File: src/rtl/sha256_pkg.sv
// Shared constants, FSM state type and block-count helper for the SHA-256 padder.
package sha256_pkg;

    localparam int unsigned WORD_W      = 32;
    localparam int unsigned BLOCK_WORDS = 16;
    localparam int unsigned LEN_FIELD_W = 64;
    localparam int unsigned BLOCK_BITS  = WORD_W * BLOCK_WORDS;

    typedef enum logic [1:0] {
        IDLE,
        MSG,
        PAD
    } pad_state_t;

    // Smallest block count that holds message + the '1' bit + the 64-bit length field.
    function automatic logic [1:0] calc_num_blocks(input logic [31:0] len);
        if (len <= BLOCK_BITS - LEN_FIELD_W - 1) begin
            return 2'd1;
        end else if (len <= 2 * BLOCK_BITS - LEN_FIELD_W - 1) begin
            return 2'd2;
        end else begin
            return 2'd3;
        end
    endfunction

endpackage

File: src/rtl/sha256_word_mask.sv
// Builds the boundary word: keeps the top r message bits, appends the '1' bit, clears the rest.
module sha256_word_mask
    import sha256_pkg::*;
(
    input  logic [WORD_W-1:0] data,
    input  logic [4:0]        r,
    output logic [WORD_W-1:0] word
);

    logic [WORD_W-1:0] keep;
    logic [WORD_W-1:0] one_bit;

    // With r = 0 this yields 0x80000000 regardless of data.
    always_comb begin
        keep    = ~({WORD_W{1'b1}} >> r);
        one_bit = {1'b1, {(WORD_W - 1){1'b0}}} >> r;
        word    = (data & keep) | one_bit;
    end

endmodule

File: src/rtl/sha256_pad_sequencer.sv
// Streaming SHA-256 padder: forwards message words, inserts the '1' bit, zero fill
// and length field, and frames the result as 16-word blocks.
module sha256_pad_sequencer
    import sha256_pkg::*;
#(
    parameter int unsigned LEN_W = 10
) (
    input  logic              clk,
    input  logic              rst_n,
    input  logic              start,
    input  logic [LEN_W-1:0]  msg_len,
    input  logic              in_valid,
    output logic              in_ready,
    input  logic [WORD_W-1:0] in_data,
    output logic              out_valid,
    input  logic              out_ready,
    output logic [WORD_W-1:0] out_data,
    output logic              out_first,
    output logic              out_blk_last,
    output logic              out_msg_last,
    output logic              busy,
    output logic              done,
    output logic [1:0]        num_blocks
);

    pad_state_t        state_q, state_d;
    logic [5:0]        g_q, g_d;
    logic [1:0]        n_q, n_d;
    logic [LEN_W-1:0]  len_q, len_d;
    logic              done_q, done_d;

    logic [5:0]        q_words;
    logic [4:0]        r_bits;
    logic [5:0]        last_in;
    logic [5:0]        last_g;
    logic [31:0]       msg_len_ext;
    logic [WORD_W-1:0] masked;

    assign q_words     = 6'(len_q >> 5);
    assign r_bits      = len_q[4:0];
    // Index of the last word taken from the input stream.
    assign last_in     = (r_bits != 5'd0) ? q_words : q_words - 6'd1;
    assign last_g      = {n_q - 2'd1, 4'hF};
    assign msg_len_ext = 32'(msg_len);

    sha256_word_mask u_word_mask (
        .data (in_data),
        .r    (r_bits),
        .word (masked)
    );

    // Next-state, counter and datapath muxing.
    always_comb begin
        state_d   = state_q;
        g_d       = g_q;
        n_d       = n_q;
        len_d     = len_q;
        done_d    = 1'b0;
        out_valid = 1'b0;
        in_ready  = 1'b0;
        out_data  = '0;
        unique case (state_q)
            IDLE: begin
                if (start) begin
                    len_d   = msg_len;
                    n_d     = calc_num_blocks(msg_len_ext);
                    g_d     = 6'd0;
                    state_d = (msg_len != '0) ? MSG : PAD;
                end
            end
            MSG: begin
                out_valid = in_valid;
                in_ready  = out_ready;
                out_data  = (g_q == q_words) ? masked : in_data;
                if (in_valid && out_ready) begin
                    g_d = g_q + 6'd1;
                    if (g_q == last_in) begin
                        state_d = PAD;
                    end
                end
            end
            PAD: begin
                out_valid = 1'b1;
                // g = Q only reaches PAD when the message ended on a word boundary.
                if (g_q == q_words && r_bits == 5'd0) begin
                    out_data = {1'b1, {(WORD_W - 1){1'b0}}};
                end else if (g_q == last_g) begin
                    out_data = WORD_W'(len_q);
                end
                if (out_ready) begin
                    if (g_q == last_g) begin
                        state_d = IDLE;
                        done_d  = 1'b1;
                        g_d     = 6'd0;
                    end else begin
                        g_d = g_q + 6'd1;
                    end
                end
            end
            default: state_d = IDLE;
        endcase
    end

    // Framing flags are masked in IDLE so they read 0 between messages.
    always_comb begin
        busy         = (state_q != IDLE);
        out_first    = busy && (g_q[3:0] == 4'd0);
        out_blk_last = busy && (g_q[3:0] == 4'd15);
        out_msg_last = out_blk_last && (g_q[5:4] == n_q - 2'd1);
        done         = done_q;
        num_blocks   = n_q;
    end

    // State registers with synchronous active-low reset.
    always_ff @(posedge clk) begin
        if (!rst_n) begin
            state_q <= IDLE;
            g_q     <= 6'd0;
            n_q     <= 2'd0;
            len_q   <= '0;
            done_q  <= 1'b0;
        end else begin
            state_q <= state_d;
            g_q     <= g_d;
            n_q     <= n_d;
            len_q   <= len_d;
            done_q  <= done_d;
        end
    end

endmodule

File: config.mk
export PLATFORM = sky130hd
export DESIGN_NAME = sha256_pad_sequencer
export DESIGN_NICKNAME = d
export VERILOG_FILES = /design/src/rtl/sha256_pkg.sv /design/src/rtl/sha256_word_mask.sv /design/src/rtl/sha256_pad_sequencer.sv
export SDC_FILE = /design/constraint.sdc
export NUM_CORES = 1
export LEC_CHECK = 0
export ABC_AREA = 1
export ABC_CLOCK_PERIOD_IN_PS = 2790
export CAP_MARGIN = 20
export CORE_MARGIN = 2
export CORE_UTILIZATION = 52
export CTS_BUF_LIST = sky130_fd_sc_hd__clkbuf_4
export CTS_CLUSTER_SIZE = 8
export DETAILED_ROUTE_END_ITERATION = 10
export PLACE_DENSITY = 0.89
export SETUP_SLACK_MARGIN = 0.4
export SLEW_MARGIN = 20
export SYNTH_ARGS = -nofsm -noshare
export SYNTH_HDL_FRONTEND = slang
export SYNTH_HIERARCHICAL = 1
export SYNTH_SLANG_ARGS = --single-unit
File: constraint.sdc
create_clock -name clk -period 2.79 [get_ports clk]
set_input_delay 0.558 -clock clk [delete_from_list [all_inputs] [get_ports clk]]
set_output_delay 0.558 -clock clk [all_outputs]
set_load 0.05 [all_outputs]
==> summary.txt, run 1 <==
Synthesis
  • Unique cell type count in the Yosys netlist: 33
  • Sequential area share after synthesis: between 15 and 20%
  • Primary FF master, synth: dfxtp_1
  • Syn nets: approximately 550
  • Syn Inst Count: 493
  • Commonest cells in the netlist: nor2_1, nand2_1, inv_1
  • Synthesis-stage register bit count: 21
  • Top-count cell post-synth: nor2_1
  • Leading area contributor after synthesis: nor2_1
  • Yosys top cell area share: between 15 and 20%
  • EDFF count, synth: 0
  • Syn_area_per_cell: about 5.3 um^2
  • Largest cells by area after synthesis: nor2_1, dfxtp_1, nand2_1, nand3_1, a21oi_1
  • Ys async rst share: 0%
  • Warnings, synthesis: 6
  • Syn Std Cell Area: 2630 um^2

Clock tree
  • Htree depth: 1
  • CTS Sinks: 21
  • Total CTS buffers: 3
  • Root Driver: clkbuf_4
  • Clock tree buffer depth: 2

Floorplan
  • IO Pins: 88
  • Die X: around 75 um
  • Rows: 25
  • Initial core utilization: 54.95%
  • Die Y-Extent: 75.12 um

Placement
  • Dpl ws: between 200 and 300 ps
  • DP HPWL: approximately 7300 um
  • GPL Wtd Cong: 1.027
  • Port bufs: 87

Global route
  • Largest net degree at the start of global routing: 22
  • Overall Global Routing Usage: 88.28%
  • Grt total ovfl: 286

Status
  • Failing step: global routing
  • Status: aborted with a tool error
  • Error message: [ERROR GRT-0232] Routing congestion too high. Check the congestion heatmap in the GUI.

STA
  • Worst EP kind: output port
  • Post-GRT worst EP: out_data[7]
## repair_timing
| action | in CTS |
|---|---|
| setup buffers | 9 |
| endpoints found under the setup margin | 37 |
| gates resized for setup | 101 |
| pin swaps | 21 |
| cloned | 3 |
| hold buffers | 0 |
## metrics by stage
step           cells  cell area [um^2]  utilization [%]  hold WS, ps
2_1_floorplan    493              2775                -        482.8
3_3_place_gp     630              3953            82.59        495.9
3_5_place_dp     630              3953            82.59        509.6
4_1_cts          646              4443            92.84        498.2
## cell families after synthesis
kind of cell	share of synthesized area, %
simple gates	49.57
compound gates	15.51
buf+inv	13.61
flops	15.98
fa+ha+maj	3.330
xor+xnor	1.998
## routing by layer
layer / overflow / GRT usage [%]
met2: 182 / 114.2
met3: 0 / 61.85
met1: 5 / 80.98
met4: 99 / 108.7
met5: 0 / 12.04
==> run 2, diff against run 1 <==
CORE_UTILIZATION = 40   (was 52)
CTS_BUF_LIST = not set   (was sky130_fd_sc_hd__clkbuf_4)
CTS_CLUSTER_SIZE = not set   (was 8)
PLACE_DENSITY = not set   (was 0.89)
PLACE_DENSITY_LB_ADDON = 0.15   (was not set)
SETUP_SLACK_MARGIN = not set   (was 0.4)
==> run 2 against run 1 <==
  * Area after synthesis unchanged
  * The run now ends clean
  * Synthesized cell count unchanged
==> summary.txt, run 2 <==
Placement
  • Dpl ws: 340.4 ps (+82.32 ps)
  • Placed Area: 3933 um^2 (-0.51%)
  • Port bufs: 87 (unchanged)
  • GPL Wtd Cong: 1.012 (-1.4%)
  • DP HPWL: 7099 um (-3.0%)

Hold path
  • Hold path depth: 2
  • Hold WC Path Type: flip-flop to flip-flop
  • Hold Path Sink: len_q[9]
  • Hold_sp: len_q[9]

Finish
  • Area growth syn-to-layout: 53.90%
  • Finished Core Util: between 60% and 70%
  • Max reg flops: 10
  • Top Registers: len_q x10, g_q x6
  • Fin area: 4048 um^2
  • Fin nets: slightly above 600
  • Fillers: a little under 600
  • Share of cells above drive strength 1: approximately 18%
  • Largest Register: len_q
  • Commonest cells after routing, fill and taps aside: nor2_1, nand2_1, clkdlybuf4s50_1
  • Antenna cell count: 0
  • Commonest non-fill, non-tap cell in the layout: nor2_1

Floorplan
  • IO Pins: 88 (unchanged)
  • Initial core utilization: 41.42% (-14 points)
  • Die Y-Extent: 85.09 um (+13%)
  • Rows: 29 (+16%)
  • Placeable core area: roughly 6300 um^2
  • Die X: 85.09 um (+13%)
  • Die Footprint: approximately 7200 um^2

STA
  • Worst Clk Skew: ~2.9 ps
  • Setup ws final: roughly 150 ps
  • Fin crit period: 2636 ps
  • Worst relative slew slack: between 50% and 60%
  • Setup TNS: 0 ps
  • Fin crit share: between 90% and 100%
  • Final number of max-transition violations: 0
  • Final setup viols: 0
  • RSZ-0062 raised after global routing: false
  • F_max: around 380 MHz
  • Worst-margin pin slew: between 600 and 700 ps
  • Hold Vio Cnt, Final: 0

Job
  • Max-cap violations: 0

Global route
  • Largest net degree at the start of global routing: 25
  • Overall Global Routing Usage: 25.26%
  • Number of global-route vias before repair: between 3000 and 4000
  • Initial antenna violation count: 0
  • Grt total ovfl: 0
  • First-pass GRT wire length: roughly 15000 um

Setup path
  • Critical Path Slowest Stage Cell: dfxtp_1
  • Kind of start point of the critical path: flip-flop
  • CP max stage delay: 420 ps
  • Worst EP required: 2230 ps
  • Worst reg2reg path depth: 10
  • Crit. End Element: primary output
  • Crit Path Class: flip-flop to primary output
  • Reg2Reg Setup Slack: around 350 ps
  • Largest fanout on the critical path: 21
  • CP Cell Sequence: inv_2, a21oi_1, o21ai_0, nor2_1, nand2_2, inv_6, buf_8, nor2_1, nor3_2, buf_12
  • Reg-to-reg critical path endpoint: g_q[3]
  • Worst reg2reg startpoint: state_q[1]
  • Crit path top cell by count: nor2_1
  • Worst EP arrival: about 2100 ps

Clock tree
  • CTS tree: done
  • Cts-stage hold buffer count: 0 (unchanged)
  • Htree depth: 1 (unchanged)
  • Root Driver: clkbuf_8
  • Total CTS buffers: 3 (unchanged)
  • CTS Sinks: 21 (unchanged)
  • Clock latency on the worst-skew pair: approximately 270 ps
  • Clock tree buffer depth: 2 (unchanged)
  • Clock-pin slew on the worst setup and hold paths: around 90 ps

Synthesis
  • Warnings, synthesis: 6 (unchanged)
  • Syn Std Cell Area: 2630 um^2 (unchanged)
  • Sequential area share after synthesis: 15.98% (unchanged)
  • Syn_area_per_cell: 5.335 um^2 (unchanged)
  • Yosys top cell area share: 16.41% (unchanged)
  • Primary FF master, synth: dfxtp_1
  • Top-count cell post-synth: nor2_1
  • Synthesis-stage register bit count: 21 (unchanged)
  • Unique cell type count in the Yosys netlist: 33 (unchanged)
  • Syn nets: 547 (unchanged)
  • Largest cells by area after synthesis: nor2_1, dfxtp_1, nand2_1, nand3_1, a21oi_1
  • Leading area contributor after synthesis: nor2_1
  • Commonest cells in the netlist: nor2_1, nand2_1, inv_1
  • Ys async rst share: 0% (unchanged)
  • Syn Inst Count: 493 (unchanged)
  • EDFF count, synth: 0 (unchanged)

Routing
  • DRT antenna net count: 0
  • Routed length per instance: about 14 um
  • Total number of vias: between 3000 and 4000
  • Via density: about 5.3
  • DRC Markers: 0
  • Total Routed Length: approximately 9100 um
  • Initial DRC Count: approximately 230
  • DR pass1 iterations: 5

Power
  • VDD IR max: between 0.5 and 0.6 mV
  • Power per cell area: around 850 nW/um^2
  • Pwr Total: roughly 3.4 mW
  • Leakage dissipation: roughly 1.8 nW

Status
  • Status: complete, no violations
run 2: cell counts after synthesis:
No cell type changed its count.
run 2: area by class of cell:
cell class	count	area [um^2]	area share, %
clock buffers	3	41.29	1.020
repair buffers	96	1269	31.34
clock inverters	1	7.507	0.1855
well taps	77	96.34	2.380
inverters	54	214.0	5.286
multi-input cells	393	1993	49.24
flip-flops and latches	21	426.7	10.54
run 2: how the worst max path moves through the flow:
stage	slack [ps]	start	end
floorplan	8	g_q[3]	out_data[15]
global placement	360	g_q[4]	out_data[15]
detailed placement	340	g_q[4]	out_data[15]
CTS	40	g_q[4]	out_data[15]
global route	0.08	g_q[4]	out_data[16]
finish	150	g_q[1]	out_data[16]
run 2: per-layer routing:
layer  vias up  GRT usage [%]  part of all wire, %  wire length, um
li1       1740              -                    -                -
met1      1542          32.46                   43             3950
met2       146          43.61                   47             4311
met3        13          4.280                  7.8              706
met4         0          6.782                  1.5              138
met5         -              0                    0                0
run 2: repair_timing:
item                                    in CTS  in global routing
gates resized for setup                      0                 21
buffers inserted                             0                  0
endpoints found under the setup margin       0                 30
run 2: metrics by stage:
| stage | hold WS, ps | std cells |
|---|---|---|
| after floorplan | 482.8 | 493 |
| after global placement | 519.5 | 641 |
| after detailed placement | 523.1 | 641 |
| after CTS | 536.4 | 645 |
| after global routing | 524.0 | 645 |
| final | 495.9 | 645 |
run 2: cells by family (layout without fill, tap and decap cells):
logic type / after synthesis / count (layout) / share of synthesized area [%]
simple gates: 300 / 300 / 49.57
compound gates: 80 / 80 / 15.51
buf+inv: 79 / 154 / 13.61
flops: 21 / 21 / 15.98
fa+ha+maj: 7 / 7 / 3.330
xor+xnor: 6 / 6 / 1.998
run 2: power by group:
part           total, mW  internal (mW)  switching (mW)  leakage [nW]
Sequential         0.466          0.359           0.107         0.174
Clock              0.216          0.101           0.115        0.0217
Combinational       2.74          0.971            1.77          1.58
Total               3.42           1.43            1.99          1.77
run 2: critical path, delay by kind of cell, from the launching register on:
family	cells	cell delay, ps
AOI/OAI and AO/OA	2	210
and+or+nand+nor	4	600
buffers and inverters	4	570
DFF	1	420
Note: power is estimated with default switching activity, not from simulation.
